## src/rtl/rd_ptr_ctrl_if.sv

```systemverilog
// rtl/rd_ptr_ctrl_if.sv - read-side signal bundle for the FIFO read-pointer controller
//
// Purpose: groups the read request, synchronised write pointer, error clear and
// all read-side status/pointer outputs of rd_ptr_ctrl.
// Ports (signals):
//   r_en            read request                       (master -> slave)
//   wptr_gray_sync  Gray write pointer, in r_clk       (master -> slave)
//   clr_err         clear sticky underflow             (master -> slave)
//   raddr           RAM read address                   (slave -> master)
//   rptr            binary read pointer                (slave -> master)
//   rptr_gray       Gray read pointer                  (slave -> master)
//   f_empty         FIFO empty                         (slave -> master)
//   f_aempty        FIFO almost empty                  (slave -> master)
//   rd_count        read-side occupancy                (slave -> master)
//   rd_valid        RAM data valid pulse               (slave -> master)
//   underflow       sticky read-while-empty flag       (slave -> master)
interface rd_ptr_ctrl_if #(
    parameter int ADDR_WIDTH = 9
);
    logic                  r_en;
    logic [ADDR_WIDTH:0]   wptr_gray_sync;
    logic                  clr_err;
    logic [ADDR_WIDTH-1:0] raddr;
    logic [ADDR_WIDTH:0]   rptr;
    logic [ADDR_WIDTH:0]   rptr_gray;
    logic                  f_empty;
    logic                  f_aempty;
    logic [ADDR_WIDTH:0]   rd_count;
    logic                  rd_valid;
    logic                  underflow;

    modport master (
        output r_en, wptr_gray_sync, clr_err,
        input  raddr, rptr, rptr_gray, f_empty, f_aempty, rd_count, rd_valid, underflow
    );

    modport slave (
        input  r_en, wptr_gray_sync, clr_err,
        output raddr, rptr, rptr_gray, f_empty, f_aempty, rd_count, rd_valid, underflow
    );
endinterface

```

## src/rtl/rd_ptr_ctrl.sv

```systemverilog
// rtl/rd_ptr_ctrl.sv - async FIFO read-pointer controller with empty/almost-empty flags
//
// Purpose: keeps the binary and Gray read pointers of an asynchronous FIFO,
// derives empty / almost-empty / occupancy from the synchronised Gray write
// pointer, issues a one-cycle-latency data-valid pulse for a synchronous-read
// RAM and records reads attempted while empty.
// Ports:
//   r_clk  read-domain clock
//   rrst   synchronous active-low reset
//   bus    rd_ptr_ctrl_if.slave (request, write pointer, status, pointers)
module rd_ptr_ctrl #(
    parameter int ADDR_WIDTH    = 9,
    parameter int AEMPTY_THRESH = 4
) (
    input  logic             r_clk,
    input  logic             rrst,
    rd_ptr_ctrl_if.slave     bus
);
    localparam int               PW       = ADDR_WIDTH + 1;
    localparam logic [PW-1:0]    C_THRESH = PW'(AEMPTY_THRESH);

    logic [PW-1:0] r_rptr;
    logic [PW-1:0] r_rptr_gray;
    logic          r_f_empty;
    logic          r_f_aempty;
    logic          r_rd_valid;
    logic          r_underflow;

    logic          w_rd_acc;
    logic [PW-1:0] w_rptr_next;
    logic [PW-1:0] w_rgray_next;
    logic [PW-1:0] w_wbin_sync;

    function automatic logic [PW-1:0] gray2bin(input logic [PW-1:0] g);
        logic [PW-1:0] b;
        b[PW-1] = g[PW-1];
        for (int i = PW - 2; i >= 0; i--) begin
            b[i] = b[i+1] ^ g[i];
        end
        return b;
    endfunction

    // Acceptance uses the registered empty flag so the pointer path never
    // depends combinationally on the incoming write pointer.
    assign w_rd_acc     = bus.r_en & ~r_f_empty;
    assign w_rptr_next  = r_rptr + PW'(w_rd_acc);
    assign w_rgray_next = (w_rptr_next >> 1) ^ w_rptr_next;
    assign w_wbin_sync  = gray2bin(bus.wptr_gray_sync);

    always_ff @(posedge r_clk) begin
        if (!rrst) begin
            r_rptr      <= '0;
            r_rptr_gray <= '0;
            r_f_empty   <= 1'b1;
            r_f_aempty  <= 1'b1;
            r_rd_valid  <= 1'b0;
            r_underflow <= 1'b0;
        end else begin
            r_rptr      <= w_rptr_next;
            r_rptr_gray <= w_rgray_next;
            // Flags look ahead at the next pointer so empty asserts right
            // after the last read instead of one cycle later.
            r_f_empty   <= (w_rgray_next == bus.wptr_gray_sync);
            r_f_aempty  <= ((w_wbin_sync - w_rptr_next) <= C_THRESH);
            r_rd_valid  <= w_rd_acc;
            // A new underflow event outranks a simultaneous clear.
            if (bus.r_en && r_f_empty) begin
                r_underflow <= 1'b1;
            end else if (bus.clr_err) begin
                r_underflow <= 1'b0;
            end
        end
    end

    assign bus.rptr      = r_rptr;
    assign bus.raddr     = r_rptr[ADDR_WIDTH-1:0];
    assign bus.rptr_gray = r_rptr_gray;
    assign bus.f_empty   = r_f_empty;
    assign bus.f_aempty  = r_f_aempty;
    assign bus.rd_valid  = r_rd_valid;
    assign bus.underflow = r_underflow;
    // The synchronised write pointer can only lag, so this never overstates.
    assign bus.rd_count  = w_wbin_sync - r_rptr;
endmodule

```

## src/flat_wrapper.sv

```systemverilog
// flat-port wrapper written by rule: the top's interface ports become plain ports
module rd_ptr_ctrl_flat 
#(
    parameter int ADDR_WIDTH    = 9,
    parameter int AEMPTY_THRESH = 4
)
  (r_clk, rrst, bus_r_en, bus_wptr_gray_sync, bus_clr_err, bus_raddr, bus_rptr, bus_rptr_gray, bus_f_empty, bus_f_aempty, bus_rd_count, bus_rd_valid, bus_underflow);
  rd_ptr_ctrl_if #(.ADDR_WIDTH(ADDR_WIDTH)) bus_i ();
  input  logic r_clk;
  input  logic rrst;
  input wire logic [$bits(bus_i.r_en)-1:0] bus_r_en;
  input wire logic [$bits(bus_i.wptr_gray_sync)-1:0] bus_wptr_gray_sync;
  input wire logic [$bits(bus_i.clr_err)-1:0] bus_clr_err;
  output wire logic [$bits(bus_i.raddr)-1:0] bus_raddr;
  output wire logic [$bits(bus_i.rptr)-1:0] bus_rptr;
  output wire logic [$bits(bus_i.rptr_gray)-1:0] bus_rptr_gray;
  output wire logic [$bits(bus_i.f_empty)-1:0] bus_f_empty;
  output wire logic [$bits(bus_i.f_aempty)-1:0] bus_f_aempty;
  output wire logic [$bits(bus_i.rd_count)-1:0] bus_rd_count;
  output wire logic [$bits(bus_i.rd_valid)-1:0] bus_rd_valid;
  output wire logic [$bits(bus_i.underflow)-1:0] bus_underflow;
  assign bus_i.r_en = bus_r_en;
  assign bus_i.wptr_gray_sync = bus_wptr_gray_sync;
  assign bus_i.clr_err = bus_clr_err;
  assign bus_raddr = bus_i.raddr;
  assign bus_rptr = bus_i.rptr;
  assign bus_rptr_gray = bus_i.rptr_gray;
  assign bus_f_empty = bus_i.f_empty;
  assign bus_f_aempty = bus_i.f_aempty;
  assign bus_rd_count = bus_i.rd_count;
  assign bus_rd_valid = bus_i.rd_valid;
  assign bus_underflow = bus_i.underflow;
  rd_ptr_ctrl #(.ADDR_WIDTH(ADDR_WIDTH), .AEMPTY_THRESH(AEMPTY_THRESH)) u_core (.r_clk(r_clk), .rrst(rrst), .bus(bus_i));
endmodule
```

## config.mk

```make
export PLATFORM = sky130hd
export DESIGN_NAME = rd_ptr_ctrl_flat
export DESIGN_NICKNAME = d
export VERILOG_FILES = /design/src/rtl/rd_ptr_ctrl_if.sv /design/src/rtl/rd_ptr_ctrl.sv /design/src/flat_wrapper.sv
export SDC_FILE = /design/constraint.sdc
export NUM_CORES = 1
export LEC_CHECK = 0
export CORE_ASPECT_RATIO = 1.25
export CORE_MARGIN = 4
export CORE_UTILIZATION = 50
export CTS_CLUSTER_DIAMETER = 150
export DETAILED_ROUTE_END_ITERATION = 16
export PLACE_DENSITY_LB_ADDON = 0.2
export SYNTH_ARGS = -nofsm -noshare
export SYNTH_HDL_FRONTEND = slang
export SYNTH_SLANG_ARGS = --single-unit
```

## constraint.sdc

```tcl
create_clock -name r_clk -period 5.32 [get_ports r_clk]
set_input_delay 1.064 -clock r_clk [delete_from_list [all_inputs] [get_ports r_clk]]
set_output_delay 1.064 -clock r_clk [all_outputs]
set_load 0.02 [all_outputs]
```

==> impl_metrics.ini, run 1 <==
[placement]
io_buffers = 56
placed_cells = 384
postPlaceCellArea_um2 = 2987
dp_slack_ns = -0.9013
gp_congestion = 0.8753
hpwl_mm = 4.373

[cts]
cts_max_level = 1
holdBufCountCts = 0
insertion_delay_ns = 0.28
cts.path.max_buffers = 2
cts_tree = built
clkTransAtPathRegs_ns = 0.08
clock_sinks = 23
cts_made_buffers = 3
cts_root_buf = clkbuf_8

[synthesis]
synthTopCellsByArea = dfxtp_1 20%, ha_1 11%, xnor2_1 7.6%
synth_top_area_cell = dfxtp_1
synth_common_cells = 23 x dfxtp_1, 20 x ha_1, 20 x inv_1, 20 x xnor2_1, 20 x xor2_1
ys_seq_area_frac = 0.2010
synthesis.nets = 298
async_reset_ff_frac = 0
syn_avg_cell_area_um2 = 8.711
ys_warn_count = 0
synth_top_area_share = 0.2010
synthFlopType = dfxtp_1
synthDistinctLibCells = 53
postSynthCellCount = 263
synth_most_common_cell = dfxtp_1
yosys_register_bits = 23
synthesis.area_um2 = 2291
synth_edf_count = 0

[worst_hold_path]
hold_depth = 2
hold_path.class = register to register

[grt]
grt_pass1_vias = 2023
antenna_found_initial = 0
grt_overflow = 0
grt_max_degree = 24
grt_usage = 0.2014
grt_pass1_wl_mm = 9.059

[sta]
clock_skew_ns = 0.01748
finalCritPeriodShare = 0.9780
min_period_ns = 5.203
fmax_mhz = 192.2
setup_viol = 0
finalMaxSlewViolations = 0
setup_ws_ns = 0.1172
relSlewSlack = 0.5361
fin_tns_setup_ns = 0
hold_violations = 0
worst_slew_pin_slew_ns = 0.6936

[finish]
nFillCells = 377
num_antenna_cells = 0
regArea_um2 = 460.4
fin_nets = 371
multi_input_area_um2 = 1694
fin_cells = 393
postLayoutCellArea_um2 = 3115
syn_to_final_growth_pct = 35.99
fin_util = 0.7040
layout-drive-gt1-share = 0.1970

[worst_setup_path]
reg2regPathDepth = 12
worstPathRequired_ns = 4.26
critical_path_class = input port to output port
cp_cell_sequence = clkbuf_2 -> xor3_2 -> xor2_2 -> xnor2_2 -> xnor2_2 -> xnor2_2 -> buf_4 -> xnor2_4 -> ha_4 -> inv_2 -> fa_2 -> a21o_1 -> a21oi_2 -> o21bai_1 -> a21oi_2 -> o21ai_1 -> xor2_1 -> buf_4
crit_path_top_delay_cell = xor3_2
crit_fanout = 3
crit_path_frequent_cell = xnor2_2
start_kind = input port
max_stage_delay_ns = 0.41
end_kind = output port
crit_buf_inv = 4
crit_family = XOR/XNOR gates
reg2reg_setup_slack_ns = 1.95
crit_cells = 18
arrival_ns = 4.14

[power_and_ir_drop]
powerDensity_nw_per_um2 = 278.3
irDropWorstVdd_mv = 0.1749
p_leak_nw = 1.272

[routing]
dr_total_vias = 2098
wl_per_cell_um = 14.11
routed_wl_mm = 5.546
post-route-drc-count = 0
first_pass_iters = 5
drt_iter0_markers = 90
drt-vias-per-instance = 5.338
drtAntennaViolNets = 0

[floorplanning]
start_util = 0.5177
coreArea_um2 = 4425
ios = 57
fp.dieH_um = 83.68
num_rows = 27
die_w_um = 68.55
die-area_um2 = 5736

[outcome]
status = complete, no violations

[job]
drv_cap = 0
## registers in the layout, summed over array words and instances (netlist names)
register	cells
u_core.bus.f_aempty	1
u_core.bus.f_empty	1
u_core.bus.underflow	1
u_core.bus.rptr	9
u_core.bus.rptr_gray	10
u_core.bus.rd_valid	1
## path summary, 6_finish.rpt
| kind | from | to |
|---|---|---|
| setup reg to reg | u_core.bus.f_empty | u_core.bus.f_aempty |
| hold reg to reg | u_core.bus.underflow | u_core.bus.underflow |
| hold / removal | u_core.bus.underflow | u_core.bus.underflow |
| setup / recovery | bus_wptr_gray_sync[7] | bus_rd_count[8] |
## layout by cell type, fill, tap and decap left out, types with 4 or more instances in the layout
cell type,instances
and2_1,15
nor3_1,7
ha_1,19
dfxtp_1,23
o21ai_0,5
xor2_1,20
xnor2_1,17
a21oi_1,13
inv_1,19
nand2_1,14
o211ai_1,4
xnor2_2,5
nand3_1,5
clkdlybuf4s50_1,46
nand2b_1,4
nor2b_1,12
or3_1,6
buf_4,33
## cells by family (layout without fill, tap and decap cells)
group | after synthesis | after routing | synth area share
and+or+nand+nor | 79 | 79 | 0.2086
buffers and inverters | 39 | 111 | 0.08902
DFF | 23 | 23 | 0.2010
muxes | 2 | 2 | 0.009284
xor gates and xnor gates | 48 | 48 | 0.2239
adders and majority gates | 21 | 21 | 0.1180
AOI/OAI and AO/OA | 51 | 51 | 0.1502
## worst register-to-register path: stages, from the launching register on
cell and delay (ns):
dfxtp_1 0.33, nor2b_1 0.20, ha_1 0.33, ha_1 0.24, inv_1 0.07, or2_2 0.32, xnor2_1 0.18, ha_1 0.25
or3_1 0.40, or3_1 0.30, or3_1 0.33, and3_1 0.15, o41ai_1 0.21
## layout make-up
class	count	area share
flip-flops and latches	23	0.1478
well taps	58	0.02329
inverters	21	0.02530
clock inverters	1	0.001606
repair buffers	86	0.2450
clock buffers	3	0.01325
multi-input cells	201	0.5438
## power breakdown
part	switching [mW]	total (mW)	internal (mW)
Sequential	0.00323	0.179	0.176
Combinational	0.280	0.570	0.291
Clock	0.0651	0.118	0.0526
Total	0.348	0.867	0.519
## through the flow
step	hold WS [ns]	total power, mW
3_5_place_dp	0.4848	0.7112
3_3_place_gp	0.4716	0.6983
6_report	0.4932	0.8670
2_1_floorplan	0.5498	0.4953
5_1_grt	0.5258	0.9333
4_1_cts	0.4964	0.8467
## layer usage
layer / track usage / up-vias / wire length [um]
met1: 0.2318 / 970 / 2119
met5: 0 / - / 0
li1: - / 1045 / -
met4: 0.06510 / 0 / 112
met3: 0.02830 / 11 / 303
met2: 0.3632 / 72 / 3010
## repair_timing
item                                   in CTS  in global routing
resized for setup                          46                  8
pin swaps                                  13                 14
setup endpoints to repair                   9                  7
cloned                                      0                  0
endpoints found under the hold margin       0                  0
buffers inserted                            2                  3
No activity file was read; power rests on OpenSTA's default activity.
==> inputs of run 2 (changes only) <==
Settings changed: PLACE_DENSITY set to 0.81, PLACE_DENSITY_LB_ADDON 0.2 to not set.
==> impl_metrics.ini, run 2 (synthesized netlist as in run 1, its figures left out) <==
[cts]
cts_max_level = 1
insertion_delay_ns = 0.26
cts_root_buf = clkbuf_8
cts.path.max_buffers = 2
cts_tree = built
clkTransAtPathRegs_ns = 0.08
cts_made_buffers = 3
clock_sinks = 23
holdBufCountCts = 0

[finish]
regArea_um2 = 460.4
layout-drive-gt1-share = 0.1892
fin_cells = 391
final_cell_mix = 46 x clkdlybuf4s50_1, 30 x buf_4, 23 x dfxtp_1, 20 x xor2_1
largest_register_ffs = 10
final_common_cell = clkdlybuf4s50_1
num_antenna_cells = 0
fin_nets = 369
syn_to_final_growth_pct = 35.39
nFillCells = 352
multi_input_area_um2 = 1683

[floorplanning]
fp.dieH_um = 83.68
die_w_um = 68.55
num_rows = 27
coreArea_um2 = 4425
ios = 57
die-area_um2 = 5736
start_util = 0.5177

[worst_setup_path]
crit_fanout = 2
max_stage_delay_ns = 0.45
end_kind = output port
worstPathRequired_ns = 4.26
start_kind = input port
crit_buf_inv = 3
critical_path_class = input port to output port
arrival_ns = 4.13
crit_path_frequent_cell = xnor2_2
crit_family = XOR/XNOR gates
crit_path_top_delay_cell = xor3_2
cp_cell_sequence = buf_6 -> xor3_2 -> xor2_2 -> xnor2_2 -> xnor2_2 -> xnor2_2 -> xnor2_2 -> ha_2 -> inv_2 -> fa_2 -> a21o_1 -> a21oi_2 -> o21bai_1 -> a21oi_2 -> o21ai_2 -> xor2_1 -> buf_4

[grt]
grt_pass1_vias = 1912
grt_pass1_wl_mm = 8.590
grt_usage = 0.1883
antenna_found_initial = 0
grt_max_degree = 24
grt_overflow = 0

[power_and_ir_drop]
p_leak_nw = 1.271
irDropWorstVdd_mv = 0.2433
fin_total_pwr_mw = 0.8480
powerDensity_nw_per_um2 = 273.4

[routing]
post-route-drc-count = 0
drt-vias-per-instance = 5.274
first_pass_iters = 4
routed_wl_mm = 5.180
wl_per_cell_um = 13.25
dr_total_vias = 2062
drt_iter0_markers = 128
drtAntennaViolNets = 0

[outcome]
status = complete, no violations

[sta]
finalMaxSlewViolations = 0
rsz0062_at_grt = yes
min_period_ns = 5.198
finalCritPeriodShare = 0.9771
setup_ws_ns = 0.1221
clock_skew_ns = 0.004159
hold_violations = 0
relSlewSlack = 0.5758
setup_viol = 0
fmax_mhz = 192.4
worst_slew_pin_slew_ns = 0.6343
fin_tns_setup_ns = 0

[placement]
gp_congestion = 0.8385
io_buffers = 56
placed_cells = 383
dp_slack_ns = -0.9491
hpwl_mm = 4.201

[job]
drv_cap = 0

[worst_hold_path]
hold_path.class = register to register
-- run 2: cell types whose count changed in the layout (fill, tap and decap cells not counted), sizes merged --
cell,before,now
dlygate4sd2,2,1
clkdlybuf4s15,1,0
clkinv,2,1
dlymetal6s2s,0,1
-- run 2: area by class of cell --
type	instances	share of cell area
multi-input cells	201	0.5426
repair buffers	84	0.2457
flip-flops and latches	23	0.1484
inverters	21	0.02541
well taps	58	0.02340
clock buffers	4	0.01452
-- run 2: tightest hold or removal path, cell delays in order, from the launching register on --
cell and delay [ns]:
dfxtp_1 0.31, nand2b_1 0.06, a21boi_0 0.07
-- run 2: power breakdown --
part / internal, mW / switching [mW] / total, mW
logic: 0.292 / 0.270 / 0.562
registers: 0.176 / 0.00279 / 0.179
clock network: 0.0534 / 0.0539 / 0.107
-- run 2: path summary, 6_finish.rpt --
| check | from | to | slack (ns) | cells past startpoint |
|---|---|---|---|---|
| hold / removal | u_core.bus.underflow | u_core.bus.underflow | 0.50 | 2 |
| setup reg to reg | u_core.bus.f_empty | u_core.bus.f_aempty | 1.78 | 12 |
| setup / recovery | bus_wptr_gray_sync[7] | bus_rd_count[8] | 0.12 | 17 |
| hold reg to reg | u_core.bus.underflow | u_core.bus.underflow | 0.50 | 2 |
-- run 2: what timing repair did --
item                                    in CTS  in global routing
cloned                                       0                  0
pin swaps                                   13                 12
resized for setup                           42                 16
endpoints found under the setup margin       9                  8
buffers inserted                             2                  2
-- run 2: layer usage --
| metal | global-route usage | vias to the layer above | share of wire |
|---|---|---|---|
| li1 | - | 1042 | - |
| met1 | 0.2514 | 948 | 0.43 |
| met2 | 0.3032 | 59 | 0.49 |
| met3 | 0.02022 | 13 | 0.055 |
| met4 | 0.06872 | 0 | 0.026 |
| met5 | 0 | - | 0 |
-- run 2: per-stage QoR --
step | util | hold slack [ns] | area, um^2
floorplan | - | 0.5498 | 2291
global placement | 0.6732 | 0.4716 | 2979
detailed placement | 0.6732 | 0.4919 | 2979
CTS | 0.6856 | 0.5029 | 3034
global route | 0.7009 | 0.5625 | 3102
finish | 0.7009 | 0.4968 | 3102
